## src/rtl/mem_arbiter_if.sv

```systemverilog
// Bundled fetch, load/store and shared-memory signals around the instruction/data memory arbiter.
// The slave modport is the arbiter's view; the master modport is the CPU/memory environment's view.
interface mem_arbiter_if;
  logic        imem_req;
  logic [31:0] imem_addr;
  logic [31:0] imem_rdata;
  logic        imem_ready;
  logic        imem_wait;

  logic        dmem_req;
  logic        dmem_we;
  logic [31:0] dmem_addr;
  logic [31:0] dmem_wdata;
  logic [3:0]  dmem_wstrb;
  logic [31:0] dmem_rdata;
  logic        dmem_ready;
  logic        dmem_wait;

  logic        mem_req;
  logic        mem_we;
  logic [31:0] mem_addr;
  logic [31:0] mem_wdata;
  logic [3:0]  mem_wstrb;
  logic        mem_ack;
  logic [31:0] mem_rdata;

  logic        bus_err;

  modport slave (
    input  imem_req, imem_addr,
    input  dmem_req, dmem_we, dmem_addr, dmem_wdata, dmem_wstrb,
    input  mem_ack, mem_rdata,
    output imem_rdata, imem_ready, imem_wait,
    output dmem_rdata, dmem_ready, dmem_wait,
    output mem_req, mem_we, mem_addr, mem_wdata, mem_wstrb,
    output bus_err
  );

  modport master (
    output imem_req, imem_addr,
    output dmem_req, dmem_we, dmem_addr, dmem_wdata, dmem_wstrb,
    output mem_ack, mem_rdata,
    input  imem_rdata, imem_ready, imem_wait,
    input  dmem_rdata, dmem_ready, dmem_wait,
    input  mem_req, mem_we, mem_addr, mem_wdata, mem_wstrb,
    input  bus_err
  );
endinterface

```

## src/rtl/mem_arbiter.sv

```systemverilog
// Arbitrates instruction fetches and data loads/stores onto one single-port memory,
// with data priority bounded by a streak limit and a per-transaction timeout.
module mem_arbiter #(
  parameter int unsigned MAX_DSTREAK = 4,
  parameter int unsigned TIMEOUT     = 64
) (
  input logic          clk,
  input logic          reset,
  mem_arbiter_if.slave bus
);

  typedef enum logic [1:0] {IDLE, BUSY_I, BUSY_D} state_e;

  localparam logic [3:0] DSTREAK_MAX = 4'(MAX_DSTREAK);
  localparam logic [7:0] TMO_LAST    = 8'(TIMEOUT - 1);

  state_e      state_q, state_d;
  logic [3:0]  dstreak_q, dstreak_d;
  logic [7:0]  tmo_q, tmo_d;
  logic        bus_err_q, bus_err_d;
  logic [31:0] addr_q, addr_d;
  logic [31:0] wdata_q, wdata_d;
  logic        we_q, we_d;
  logic [3:0]  wstrb_q, wstrb_d;

  logic        timed_out;
  logic        done;
  logic        mem_req;
  logic        iready, dready;
  logic [31:0] irdata, drdata;

  assign timed_out = (tmo_q == TMO_LAST) && !bus.mem_ack;
  assign done      = bus.mem_ack || timed_out;

  always_ff @(posedge clk) begin
    if (reset) begin
      state_q   <= IDLE;
      dstreak_q <= '0;
      tmo_q     <= '0;
      bus_err_q <= 1'b0;
      addr_q    <= '0;
      wdata_q   <= '0;
      we_q      <= 1'b0;
      wstrb_q   <= '0;
    end else begin
      state_q   <= state_d;
      dstreak_q <= dstreak_d;
      tmo_q     <= tmo_d;
      bus_err_q <= bus_err_d;
      addr_q    <= addr_d;
      wdata_q   <= wdata_d;
      we_q      <= we_d;
      wstrb_q   <= wstrb_d;
    end
  end

  always_comb begin
    state_d   = state_q;
    dstreak_d = dstreak_q;
    tmo_d     = tmo_q;
    bus_err_d = bus_err_q;
    addr_d    = addr_q;
    wdata_d   = wdata_q;
    we_d      = we_q;
    wstrb_d   = wstrb_q;
    mem_req   = 1'b0;
    iready    = 1'b0;
    dready    = 1'b0;
    irdata    = '0;
    drdata    = '0;

    case (state_q)
      IDLE: begin
        tmo_d = '0;
        // Data wins unless a fetch has already waited out MAX_DSTREAK data grants.
        if (bus.dmem_req && (!bus.imem_req || dstreak_q < DSTREAK_MAX)) begin
          state_d = BUSY_D;
          addr_d  = bus.dmem_addr;
          we_d    = bus.dmem_we;
          wdata_d = bus.dmem_wdata;
          wstrb_d = bus.dmem_wstrb;
          if (!bus.imem_req)
            dstreak_d = '0;
          else if (dstreak_q >= DSTREAK_MAX)
            dstreak_d = DSTREAK_MAX;
          else
            dstreak_d = dstreak_q + 4'd1;
        end else if (bus.imem_req) begin
          state_d   = BUSY_I;
          addr_d    = bus.imem_addr;
          we_d      = 1'b0;
          wdata_d   = '0;
          wstrb_d   = '0;
          dstreak_d = '0;
        end
      end
      BUSY_I, BUSY_D: begin
        mem_req = 1'b1;
        if (done) begin
          state_d = IDLE;
          tmo_d   = '0;
          if (timed_out)
            bus_err_d = 1'b1;
          if (state_q == BUSY_I) begin
            iready = 1'b1;
            irdata = bus.mem_ack ? bus.mem_rdata : '0;
          end else begin
            dready = 1'b1;
            drdata = bus.mem_ack ? bus.mem_rdata : '0;
          end
        end else begin
          tmo_d = tmo_q + 8'd1;
        end
      end
      default: state_d = IDLE;
    endcase

    // Reset abandons any transaction in the same cycle, so no strobe may escape.
    if (reset) begin
      mem_req = 1'b0;
      iready  = 1'b0;
      dready  = 1'b0;
      irdata  = '0;
      drdata  = '0;
    end
  end

  assign bus.mem_req    = mem_req;
  assign bus.mem_we     = we_q;
  assign bus.mem_addr   = addr_q;
  assign bus.mem_wdata  = wdata_q;
  assign bus.mem_wstrb  = wstrb_q;
  assign bus.imem_ready = iready;
  assign bus.imem_rdata = irdata;
  assign bus.dmem_ready = dready;
  assign bus.dmem_rdata = drdata;
  assign bus.imem_wait  = bus.imem_req & ~iready;
  assign bus.dmem_wait  = bus.dmem_req & ~dready;
  assign bus.bus_err    = bus_err_q;

endmodule

```

## src/flat_wrapper.sv

```systemverilog
// flat-port wrapper written by rule: the top's interface ports become plain ports
module mem_arbiter_flat 
#(
  parameter int unsigned MAX_DSTREAK = 4,
  parameter int unsigned TIMEOUT     = 64
)
  (clk, reset, bus_imem_req, bus_imem_addr, bus_dmem_req, bus_dmem_we, bus_dmem_addr, bus_dmem_wdata, bus_dmem_wstrb, bus_mem_ack, bus_mem_rdata, bus_imem_rdata, bus_imem_ready, bus_imem_wait, bus_dmem_rdata, bus_dmem_ready, bus_dmem_wait, bus_mem_req, bus_mem_we, bus_mem_addr, bus_mem_wdata, bus_mem_wstrb, bus_bus_err);
  mem_arbiter_if bus_i ();
  input logic clk;
  input logic reset;
  input wire logic [$bits(bus_i.imem_req)-1:0] bus_imem_req;
  input wire logic [$bits(bus_i.imem_addr)-1:0] bus_imem_addr;
  input wire logic [$bits(bus_i.dmem_req)-1:0] bus_dmem_req;
  input wire logic [$bits(bus_i.dmem_we)-1:0] bus_dmem_we;
  input wire logic [$bits(bus_i.dmem_addr)-1:0] bus_dmem_addr;
  input wire logic [$bits(bus_i.dmem_wdata)-1:0] bus_dmem_wdata;
  input wire logic [$bits(bus_i.dmem_wstrb)-1:0] bus_dmem_wstrb;
  input wire logic [$bits(bus_i.mem_ack)-1:0] bus_mem_ack;
  input wire logic [$bits(bus_i.mem_rdata)-1:0] bus_mem_rdata;
  output wire logic [$bits(bus_i.imem_rdata)-1:0] bus_imem_rdata;
  output wire logic [$bits(bus_i.imem_ready)-1:0] bus_imem_ready;
  output wire logic [$bits(bus_i.imem_wait)-1:0] bus_imem_wait;
  output wire logic [$bits(bus_i.dmem_rdata)-1:0] bus_dmem_rdata;
  output wire logic [$bits(bus_i.dmem_ready)-1:0] bus_dmem_ready;
  output wire logic [$bits(bus_i.dmem_wait)-1:0] bus_dmem_wait;
  output wire logic [$bits(bus_i.mem_req)-1:0] bus_mem_req;
  output wire logic [$bits(bus_i.mem_we)-1:0] bus_mem_we;
  output wire logic [$bits(bus_i.mem_addr)-1:0] bus_mem_addr;
  output wire logic [$bits(bus_i.mem_wdata)-1:0] bus_mem_wdata;
  output wire logic [$bits(bus_i.mem_wstrb)-1:0] bus_mem_wstrb;
  output wire logic [$bits(bus_i.bus_err)-1:0] bus_bus_err;
  assign bus_i.imem_req = bus_imem_req;
  assign bus_i.imem_addr = bus_imem_addr;
  assign bus_i.dmem_req = bus_dmem_req;
  assign bus_i.dmem_we = bus_dmem_we;
  assign bus_i.dmem_addr = bus_dmem_addr;
  assign bus_i.dmem_wdata = bus_dmem_wdata;
  assign bus_i.dmem_wstrb = bus_dmem_wstrb;
  assign bus_i.mem_ack = bus_mem_ack;
  assign bus_i.mem_rdata = bus_mem_rdata;
  assign bus_imem_rdata = bus_i.imem_rdata;
  assign bus_imem_ready = bus_i.imem_ready;
  assign bus_imem_wait = bus_i.imem_wait;
  assign bus_dmem_rdata = bus_i.dmem_rdata;
  assign bus_dmem_ready = bus_i.dmem_ready;
  assign bus_dmem_wait = bus_i.dmem_wait;
  assign bus_mem_req = bus_i.mem_req;
  assign bus_mem_we = bus_i.mem_we;
  assign bus_mem_addr = bus_i.mem_addr;
  assign bus_mem_wdata = bus_i.mem_wdata;
  assign bus_mem_wstrb = bus_i.mem_wstrb;
  assign bus_bus_err = bus_i.bus_err;
  mem_arbiter #(.MAX_DSTREAK(MAX_DSTREAK), .TIMEOUT(TIMEOUT)) u_core (.clk(clk), .reset(reset), .bus(bus_i));
endmodule
```

## config.mk

```make
export PLATFORM = sky130hd
export DESIGN_NAME = mem_arbiter_flat
export DESIGN_NICKNAME = d
export VERILOG_FILES = /design/src/rtl/mem_arbiter_if.sv /design/src/rtl/mem_arbiter.sv /design/src/flat_wrapper.sv
export SDC_FILE = /design/constraint.sdc
export NUM_CORES = 1
export LEC_CHECK = 0
export CAP_MARGIN = 20
export CORE_ASPECT_RATIO = 1.1
export CORE_MARGIN = 4
export CORE_UTILIZATION = 37
export DETAILED_ROUTE_END_ITERATION = 10
export PLACE_DENSITY = 0.86
export SYNTH_ARGS = -nofsm -noshare
export SYNTH_HDL_FRONTEND = slang
export SYNTH_SLANG_ARGS = --single-unit
```

## constraint.sdc

```tcl
create_clock -name clk -period 2.4 [get_ports clk]
set_input_delay 0.24 -clock clk [delete_from_list [all_inputs] [get_ports clk]]
set_output_delay 0.24 -clock clk [all_outputs]
set_load 0.03 [all_outputs]
```

# Word level (Yosys, flattened, before mapping)
# Index checks and enable logic that the tools add are counted.
# Widths: inputs -> output; s select.
[classes]
addsub = 2
n_lt_le_gt_ge = 2
eq_ne = 5
muxes = 36
bitwise = 4
n_reduce_logical = 13
[op_table]
columns = ["operator", "n"]
rows = [
  ["$mux 32", 13],
  ["$mux 4", 5],
  ["$pmux 8 s2", 1],
  ["$mux 1", 12],
  ["$add 8x1->8 const B", 1],
  ["$eq 8x6->1 const B", 1],
  ["$mux 8", 1],
  ["$mux 2", 3],
  ["$add 4x1->4 const B", 1],
  ["$ge 4x3->1 const B", 1],
  ["$lt 4x3->1 const B", 1],
  ["$pmux 2 s2", 1],
  ["$reduce_and 2->1", 2],
  ["$reduce_bool 2->1", 2],
  ["$ne 3x2->1 const B", 1],
  ["$reduce_and 3->1", 1],
  ["$and 1x1->1", 2],
  ["$eq 2x1->1 const B", 1],
  ["$eq 2x2->1 const B", 1],
  ["$logic_and 1x1->1", 2],
  ["$logic_not 1->1", 2],
  ["$logic_not 2->1", 1],
  ["$logic_or 1x1->1", 2],
  ["$ne 2x1->1 const B", 1],
  ["2 further kinds", 3],
]
[word_totals]
reg_bits = 84
inputBits = 138
output_inout_bits = 139
elab_cells = 70

# Longest topological paths before layout
# Gate-level depths: netlist (run 1).
[logic_depth]
depth_word = 8
ltp_mapped = 7
mapped_depth_nobuf = 6

# Worst setup path before layout (run 1)
# Ideal clock, no wire load.
[synth_path]
path_type = "reg2out"
from = "reg u_core.state_q[0]"
to = "out bus_dmem_wait"
arrival_ns = 2.188
required_ns = 2.160
slack_ns = -0.028
stages_incl_launch_ff = 8
path_buffers = 1
path_cell_list = "dfxtp_1 -> inv_1 -> ha_1 -> nor2b_1 -> nand2b_1 -> clkbuf_1 -> nor2_1 -> nor2b_1"
[synth_via]
elab_chain_len = 7
elab_cells_between_ends = 9
classes_between = "2 x eq/ne; 4 x mux; 2 x bitwise; 1 x reduce/logical"
[synth_rtl]
columns = ["item", "line_no", "text"]
rows = [
  ["start: declaration", "mem_arbiter.sv:17", "state_e state_q, state_d;"],
  ["start signal: assignment", "mem_arbiter.sv:46", "state_q <= state_d;"],
  ["$eq 2x1->1", "mem_arbiter.sv:72, mem_arbiter.sv:104", ""],
  ["$mux 1", "mem_arbiter.sv:104", "if (state_q == BUSY_I) begin"],
  ["$mux 1", "mem_arbiter.sv:99", "if (done) begin"],
  ["$mux 1 (*)", "mem_arbiter.sv:72", "case (state_q)"],
  ["$mux 1 (*)", "mem_arbiter.sv:119", "if (reset) begin"],
  ["named net bus_dmem_ready", "flat_wrapper.sv:24", "output wire logic [$bits(bus_i.dmem_ready)-1:0] bus_dmem_ready;"],
  ["$not 1->1 (*)", "mem_arbiter.sv:138", "assign bus.dmem_wait = bus.dmem_req & ~dready;"],
  ["$and 1x1->1 (*)", "mem_arbiter.sv:138", ""],
  ["end: declaration", "flat_wrapper.sv:25", "output wire logic [$bits(bus_i.dmem_wait)-1:0] bus_dmem_wait;"],
]
# Mark *: on every way through the listed nets, which the timed path passes. The rest lies on a longest branch.

# Worst setup path after layout (run 1)
[layout_path]
from = "reg u_core.state_q[0]"
to = "out bus_imem_rdata[21]"
[layout_via]
elab_chain_len = 5
elab_cells_between_ends = 7
classes_between = "2 x eq/ne; 4 x mux; 1 x reduce/logical"
[layout_rtl]
columns = ["item", "line_no", "text"]
rows = [
  ["$eq 2x1->1", "mem_arbiter.sv:72, mem_arbiter.sv:104", ""],
  ["$mux 32", "mem_arbiter.sv:104", ""],
  ["$mux 32", "mem_arbiter.sv:99", ""],
  ["$mux 32 (*)", "mem_arbiter.sv:72", ""],
  ["$mux 32 (*)", "mem_arbiter.sv:119", ""],
  ["end: declaration", "flat_wrapper.sv:20", "output wire logic [$bits(bus_i.imem_rdata)-1:0] bus_imem_rdata;"],
]
# Mark *: on every way between the ends. The rest lies on a longest branch, timed or not.

==> reports/results.tsv, run 1 <==
metric	value	unit
ys_seq_area_frac	0.440	
fillers	818	
start_kind	register	
io_buffer_count	276	
rows	38	
grt_setup_unrepaired	yes	
wl	14600	um
syn_area	0.00382	sq mm
yosysMostFrequentCell	nand2_1	
finalSetupViolations	0	
drv_slew	0	
grt_pass1_wl	22300	um
syn_nets	673	
clockRootBuffer	clkbuf_8	
layout-drive-gt1-share	0.124	
cp_cell_sequence	inv_1 > ha_1 > nor2b_2 > nand2_2 > buf_4 > nor2_1 > buf_4	
drcViolationCount	0	
synth_area_leader_cell	dfxtp_1	
hold_violations	0	
start_util	0.383	
arrival	2.03	ns
worstMarginPinSlew	0.811	ns
postRouteAntennaNets	0	
synth_cell_type_count	31	
clk_latency	0.35	ns
die_area	0.0120	sq mm
cpMostUsedCell	buf_4	
finalCriticalPeriod	2.27	ns
syn_area_per_cell	7.21	sq um
cts_setup_buffers	0	
cts-resized-gates	2	
nets	923	
ys.warnings.count	0	
power_density	557	mW/mm^2
cp.required	2.16	ns
cts_tree	yes	
multi_input_area	0.00196	sq mm
synth_flop_cell	dfxtp_1	
layout.cells.non_filler	906	
cts_buffer_depth	2	
grt_usage	0.230	
slew_headroom	0.459	
grt_overflow	0	
synth-edff-count	0	
dieWidth	105	um
via_per_inst	5.08	
post_synth_most_frequent_cells	136 x nand2_1, 109 x nor2_1, 84 x dfxtp_1, 41 x nand3_1, 40 x a21oi_1	
async_reset_ff_frac	0	
htreeDepth	3	
syn-instance-count	530	
maxCapViolCount	0	
drt_first_pass_iters	5	
p_leak	0.00268	uW
postCtsHoldBufs	0	
max_stage_delay	0.38	ns
ys_ff_latch	84	
core	0.00998	sq mm
grt_pass1_vias	4558	
path_clk_slew	0.08	ns
antenna_found_initial	2	
gp_congestion	0.924	
numClockSinks	84	
dp_hpwl	11300	um
place_inst	889	
layout.area.seq	0.00168	sq mm
place_area	0.00651	sq mm
cts_buffers	9	
slowest_stage	dfxtp_1	
grt_max_degree	103	
crit_fanout	18	
dieHeight	115	um
vias	4603	
fin_crit_sh	0.945	
syn_to_final_growth	75.3	%
pin_count	277	
final_area	0.00670	sq mm
synthTopCellsByArea	dfxtp_1 44%, nand2_1 13%, nor2_1 11%	
min_path_type	primary input to register	
vdd_ir_drop_max	0.343	mV
finClkSkew	0.00565	ns
drtIter0Drc	273	
status	complete, no violations	
fin_setup_tns	0	ns
wl_per_cell	16.1	um
synth_top_area_share	0.440	
fmax	0.441	GHz
endpoint_kind	primary output	
criticalPathCategory	register to primary output	
==> path summary, 6_finish.rpt <==
| check | to | startpoint | slack [ns] | cells after the start |
|---|---|---|---|---|
| worst max-delay path | bus_imem_rdata[21] | u_core.state_q[0]$_SDFFE_PP0P_ | 0.13 | 7 |
| worst min-delay path | u_core.bus.mem_wdata[18]$_SDFFE_PP0P_ | bus_dmem_wdata[18] | 0.45 | 3 |
| worst max register to register | u_core.bus.mem_addr[7]$_SDFFE_PP0P_ | u_core.state_q[1]$_SDFFE_PP0P_ | 0.75 | 6 |
| worst min register to register | u_core.bus.mem_wdata[8]$_SDFFE_PP0P_ | u_core.bus.mem_wdata[8]$_SDFFE_PP0P_ | 0.46 | 2 |
==> routing by layer <==
metal  share of wire  wire (um)  up-vias  GRT usage
met2            0.51       7380      207      0.420
met3           0.099       1450       41     0.0807
met4           0.037        533        4      0.120
met5          0.0019         27        -          0
li1                -          -     2261          -
met1            0.36       5180     2090      0.230
==> final cells by class <==
type,count,area share
timing repair buffer,285,0.406
clock inverter,1,0.000747
clock buffer,15,0.0263
sequential,84,0.251
antenna,1,0.000373
tap,120,0.0224
inverter,2,0.00112
multi-input combinational,398,0.292
==> kinds of logic after synthesis <==
family          count (synthesis)  synth area share
simple gates                  302             0.324
buf+inv                        48            0.0547
mux                             2           0.00524
compound gates                 82             0.143
flops                          84             0.440
xor+xnor                        7            0.0160
fa+ha+maj                       5            0.0164
==> sequential cells by signal (all words and copies together), names as in the netlist <==
register / count
u_core.bus.mem_addr: 32
u_core.bus.mem_wdata: 32
u_core.tmo_q: 8
u_core.bus.mem_wstrb: 4
u_core.dstreak_q: 4
u_core.state_q: 2
u_core.bus.bus_err: 1
u_core.bus.mem_we: 1
==> report_power, final <==
group	internal, uW	switching, uW	total, uW
clock	462	481	943
combinational	549	677	1230
sequential	1510	56.9	1560
==> worst max-delay path, delay by kind of cell (launching register included) <==
kind	cells	cell delay (ns)
flops	1	0.38
fa+ha+maj	1	0.28
buf+inv	3	0.48
simple gates	3	0.54
==> per-stage QoR <==
step,utilization,setup WS [ns],hold slack [ns],power (uW)
5_1_grt,0.671,-0.0592,0.455,3900
6_report,0.671,0.131,0.453,3730
3_3_place_gp,0.652,0.366,0.437,2790
4_1_cts,0.671,0.00989,0.432,3760
3_5_place_dp,0.652,0.293,0.446,2820
2_1_floorplan,-,0.169,0.392,2230
==> cell usage in the layout, fill, tap and decap left out, types with 5 or more instances in the layout <==
master / count
buf_12: 5
nand2_1: 135
clkbuf_8: 12
ha_1: 5
nand3_1: 41
xor2_1: 5
dfxtp_1: 84
nor2_1: 109
buf_4: 71
a311oi_1: 32
a21oi_1: 40
clkdlybuf4s50_1: 207
(Power assumes the default switching activity.)
==> inputs of run 2 (changes only) <==
ABC_CLOCK_PERIOD_IN_PS = 2400   (was not set)
==> results of run 2 <==
The final DEF is identical to that of run 1; final timing and power are the same.
==> inputs of run 3 (changes only) <==
CTS_CLUSTER_DIAMETER = 50   (was not set)
==> results of run 3 <==
The final DEF is identical to that of run 1; final timing and power are the same.
==> edit 1: new RTL, config.mk and constraints of run 2 <==
Encoding of `state_e`: now one-hot (3 bits for 3 states).
--- a/src/rtl/mem_arbiter.sv
+++ b/src/rtl/mem_arbiter.sv
@@ -9,7 +9,7 @@
   mem_arbiter_if.slave bus
 );
 
-  typedef enum logic [1:0] {IDLE, BUSY_I, BUSY_D} state_e;
+  typedef enum logic [2:0] {IDLE = 3'b001, BUSY_I = 3'b010, BUSY_D = 3'b100} state_e;
 
   localparam logic [3:0] DSTREAK_MAX = 4'(MAX_DSTREAK);
   localparam logic [7:0] TMO_LAST    = 8'(TIMEOUT - 1);
Behaviour: no difference found for any inputs over 4 cycles, from zero or initial values and one cycle with reset high; so few cycles prove little.
==> edit 1 against run 2 <==
- final area shrank 0.32%
- sequential cell count increased by 1
- sequential share of layout area grew 0.38 points
- maximum frequency is 0.81% lower
- first-iteration DRC count shrank 5.1%
- total power decreased by 0.71%
- synthesized area shrank 2.1%
- sequential power increased by 3%
- critical path depth is 1 lower
- setup slack worse by 0.019 ns
- routed wire length decreased by 3.4%
- critical path type unchanged
==> edit 1: results (changes against run 2) <==
status: "finished clean"  # unchanged
comb.multi_input.count: 311  # was 398
met3_usage_pct: 7.53  # was 8.07%
routed_wl_um: 14100  # was 14600 um
grt_pass1_vias: 4383  # was 4558
ys_types: 42  # was 31
synthMuxAreaShare_pct: 0  # was 0.524%
post-dp-hpwl_um: 10600  # was 11300 um
clock_buffers: 11  # was 15
crit_fanout: 5  # was 18
yosysSeqAreaShare_pct: 45.5  # was 44.0%
final_area_sq_um: 6680  # was 6700 sq um
core_area_sq_um: 9890  # was 9980 sq um
buffers_excl_clock: 287  # was 285
rrSetupSlack_ns: 0.37  # was 0.75 ns
r2r_end: "u_core.tmo_q[1]"  # was u_core.bus.mem_addr[7]
use_met2_pct: 41.4  # was 42.0%
place_ws_ns: 0.141  # was 0.293 ns
cp_top_family: "flip-flops"  # was simple AND/OR/NAND/NOR gates
ys_seq_elements: 85  # was 84
buf_share_pct: 41.2  # was 40.6%
dp.cells: 807  # was 889
num-nonclk-inverters: 4  # was 2
ys_top_cells_by_area: "dfxtp_1, a22oi_1, and3_1"  # was dfxtp_1, nand2_1, nor2_1
nNetsFinal: 838  # was 923
gp_congestion: 0.876  # was 0.924
cp-endpoint: "bus_imem_wait"  # was bus_imem_rdata[21]
dr_wl_met2_um: 7420  # was 7380 um
vias: 4306  # was 4603
ir_drop_mv: 0.402  # was 0.343 mV
grt_use_total_pct: 22.7  # was 23.0%
drt-met1-wl_um: 5260  # was 5180 um
synth_compound_area_share_pct: 19.6  # was 14.3%
synth_adder_area_share_pct: 0.669  # was 1.64%
grt_pass1_wl_um: 21900  # was 22300 um
layout-drive-gt1-share_pct: 14.7  # was 12.4%
worstHoldStart: "reset"  # was bus_dmem_wdata[18]
grt_max_degree: 65  # was 103
holdPathEnd: "u_core.bus.bus_err"  # was u_core.bus.mem_wdata[18]
max_slew_margin_pct: 45.8  # was 45.9%
skew_ns: 0.00884  # was 0.00565 ns
hold-worst-slack_ns: 0.308  # was 0.453 ns
netlist_top_cells_count: "dfxtp_1, nand2_1, a22oi_1, and3_1, nor2_1"  # was nand2_1, nor2_1, dfxtp_1, nand3_1, a21oi_1
arrival_ns: 2.05  # was 2.03 ns
synth_xor_area_share_pct: 0.936  # was 1.60%
max_stage_delay_ns: 0.40  # was 0.38 ns
synth_nets: 580  # was 673
wl_met3_um: 1050  # was 1450 um
clockNetworkAreaShare_pct: 2.98  # was 2.71%
syn_inst: 440  # was 530
worst-r2r-cell-count: 5  # was 6
r2r-start: "u_core.tmo_q[0]"  # was u_core.state_q[1]
-- edit 1: cell types whose count changed in the layout (fill, tap and decap cells not counted), moves of 3 or more --
cell                  run 2  this run
a31oi_1                   1         6
ha_1                      5         2
nor2_1                  109        45
nor2b_1                   4         0
dlygate4sd2_1             1         4
and3_1                    1        64
a311oi_1                 32         0
o21a_1                    0         3
nand2_1                 135        71
nand3_1                  41         5
xor2_1                    5         2
a22oi_1                   2        69
clkbuf_1                  3         0
a21oi_1                  40         5
-- edit 1: repair_timing --
item / 4_1_cts / 5_1_grt
pin swaps: 0 / 1
resized for setup: 5 / 3
buffers inserted: 0 / 0
endpoints found under the setup margin: 4 / 36
endpoints found under the hold margin: 0 / 0
cloned: 0 / 0
-- edit 1: power by group --
group,internal [mW],switching (mW)
registers,1.52,0.0722
logic,0.510,0.563
clock network,0.529,0.506
total,2.56,1.14
==> edit 2: new RTL, flow settings as in run 2 <==
Without the edit above. `TIMEOUT` is set to 64 in 2 places; all go to 48.
--- a/src/rtl/mem_arbiter.sv
+++ b/src/rtl/mem_arbiter.sv
@@ -2,7 +2,7 @@
 // with data priority bounded by a streak limit and a per-transaction timeout.
 module mem_arbiter #(
   parameter int unsigned MAX_DSTREAK = 4,
-  parameter int unsigned TIMEOUT     = 64
+  parameter int unsigned TIMEOUT     = 48
 ) (
   input logic          clk,
   input logic          reset,
--- a/src/flat_wrapper.sv
+++ b/src/flat_wrapper.sv
@@ -2,7 +2,7 @@
 module mem_arbiter_flat 
 #(
   parameter int unsigned MAX_DSTREAK = 4,
-  parameter int unsigned TIMEOUT     = 64
+  parameter int unsigned TIMEOUT     = 48
 )
   (clk, reset, bus_imem_req, bus_imem_addr, bus_dmem_req, bus_dmem_we, bus_dmem_addr, bus_dmem_wdata, bus_dmem_wstrb, bus_mem_ack, bus_mem_rdata, bus_imem_rdata, bus_imem_ready, bus_imem_wait, bus_dmem_rdata, bus_dmem_ready, bus_dmem_wait, bus_mem_req, bus_mem_we, bus_mem_addr, bus_mem_wdata, bus_mem_wstrb, bus_bus_err);
   mem_arbiter_if bus_i ();
Formal check against the unedited RTL: same outputs for any inputs over 4 cycles, from zero or initial values and one cycle with reset high; that may be too few to reach the edited logic, so the function may still have changed.
==> edit 2 against run 2 <==
- synthesized area grew 0.33%
- routed wire length shrank 0.21%
- register-to-register slack got worse by 0.05 ns
- setup slack better by 0.068 ns
- total power grew 3.6%
- final area up 0.52%
- count of clock-buffer cells in the layout shrank 3
- global-route usage is 0.12 points lower
- sequential cell count unchanged
- critical path type unchanged
==> edit 2: results (changes against run 2) <==
sw_frac_of_total_pct: 31.0  # was 32.5%
num_antenna_cells: 0  # was 1
place_ws_ns: 0.344  # was 0.293 ns
status: "finished clean"  # unchanged
antenna_found_initial: 1  # was 2
worstHoldStart: "u_core.bus.mem_wdata[3]"  # was bus_dmem_wdata[18]
worstHoldPathCells: 2  # was 3
yosysSeqAreaShare_pct: 43.9  # was 44.0%
max_stage_delay_ns: 0.69  # was 0.38 ns
routed_via_density: 5.12  # was 5.08
grt_pass1_vias: 4523  # was 4558
met3_usage_pct: 7.47  # was 8.07%
hold-worst-slack_ns: 0.451  # was 0.453 ns
arrival_ns: 1.96  # was 2.03 ns
synthMuxAreaShare_pct: 0.522  # was 0.524%
netlist_top_cells_count: "nand2_1, nor2_1, dfxtp_1, a21oi_1, nand3_1"  # was nand2_1, nor2_1, dfxtp_1, nand3_1, a21oi_1
dp.cells: 893  # was 889
post-dp-hpwl_um: 11400  # was 11300 um
synth_nets: 676  # was 673
p_leak_nw: 2.68  # about the same
min_path_type: "register to register"  # was input port to register
max_slew_margin_pct: 46.4  # was 45.9%
cp_top_family: "buffers and inverters"  # was simple AND/OR/NAND/NOR gates
skew_ns: 0.00479  # was 0.00565 ns
ys_async_sr_fraction_pct: 0  # unchanged
nNetsFinal: 927  # was 923
first_pass_iters: 6  # was 5
drtIter0Drc: 326  # was 273
crit_fanout: 4  # was 18
vias: 4640  # was 4603
clkLatencyLatePin_ns: 0.33  # was 0.35 ns
grt_use_total_pct: 22.9  # was 23.0%
grt_max_degree: 78  # was 103
ys_top_cells_by_area: "dfxtp_1, nand2_1, nor2_1"  # unchanged
synth_xor_area_share_pct: 1.60  # about the same
r2r_end: "u_core.bus.mem_addr[9]"  # was u_core.bus.mem_addr[7]
nFillCells: 825  # was 818
wl_met3_um: 1320  # was 1450 um
synth_adder_area_share_pct: 1.63  # was 1.64%
gr-usage-met1_pct: 23.6  # was 23.0%
ys_types: 32  # was 31
holdPathEnd: "u_core.bus.mem_wdata[3]"  # was u_core.bus.mem_wdata[18]
use_met2_pct: 42.9  # was 42.0%
ir_drop_mv: 0.350  # was 0.343 mV
cts_resized: 0  # was 2
dr_wl_met2_um: 7570  # was 7380 um
rrSetupSlack_ns: 0.70  # was 0.75 ns
layout-drive-gt1-share_pct: 12.3  # was 12.4%
drt-met1-wl_um: 5280  # was 5180 um
syn_inst: 533  # was 530
crit_path_top_delay_cell: "clkdlybuf4s50_1"  # was dfxtp_1
place_area_sq_um: 6530  # was 6510 sq um
powerComb_mw: 1.24
synth_compound_area_share_pct: 14.3  # about the same
==> edit 2: worst max path at each step <==
stage / start / endpoint / slack, ns / cells past startpoint
floorplan: u_core.state_q[0] / bus_dmem_wait / 0.14 / 7
global placement: bus_imem_req / u_core.bus.mem_addr[26] / 0.46 / 6
detailed placement: bus_imem_req / u_core.bus.mem_addr[6] / 0.34 / 6
CTS: u_core.state_q[0] / bus_mem_req / 0.16 / 4
global route: u_core.state_q[0] / bus_dmem_rdata[21] / 0.06 / 7
finish: u_core.state_q[0] / bus_mem_req / 0.20 / 4
==> edit 2: worst reg2reg max path, delay by kind of cell (launching register included) <==
family,cells,cell delay [ns]
fa+ha+maj,1,0.24
simple gates,1,0.07
compound gates,2,0.61
flops,1,0.33
buf+inv,2,0.34
==> edit 2: layout make-up <==
cell class	count	area, sq um	share of cell area [%]
timing repair buffer	286	2730	40.5
multi-input combinational	400	1960	29.1
sequential	84	1680	25.0
tap	120	150	2.23
clock buffer	12	145	2.15
clock inverter	2	60.1	0.892
inverter	3	11.3	0.167
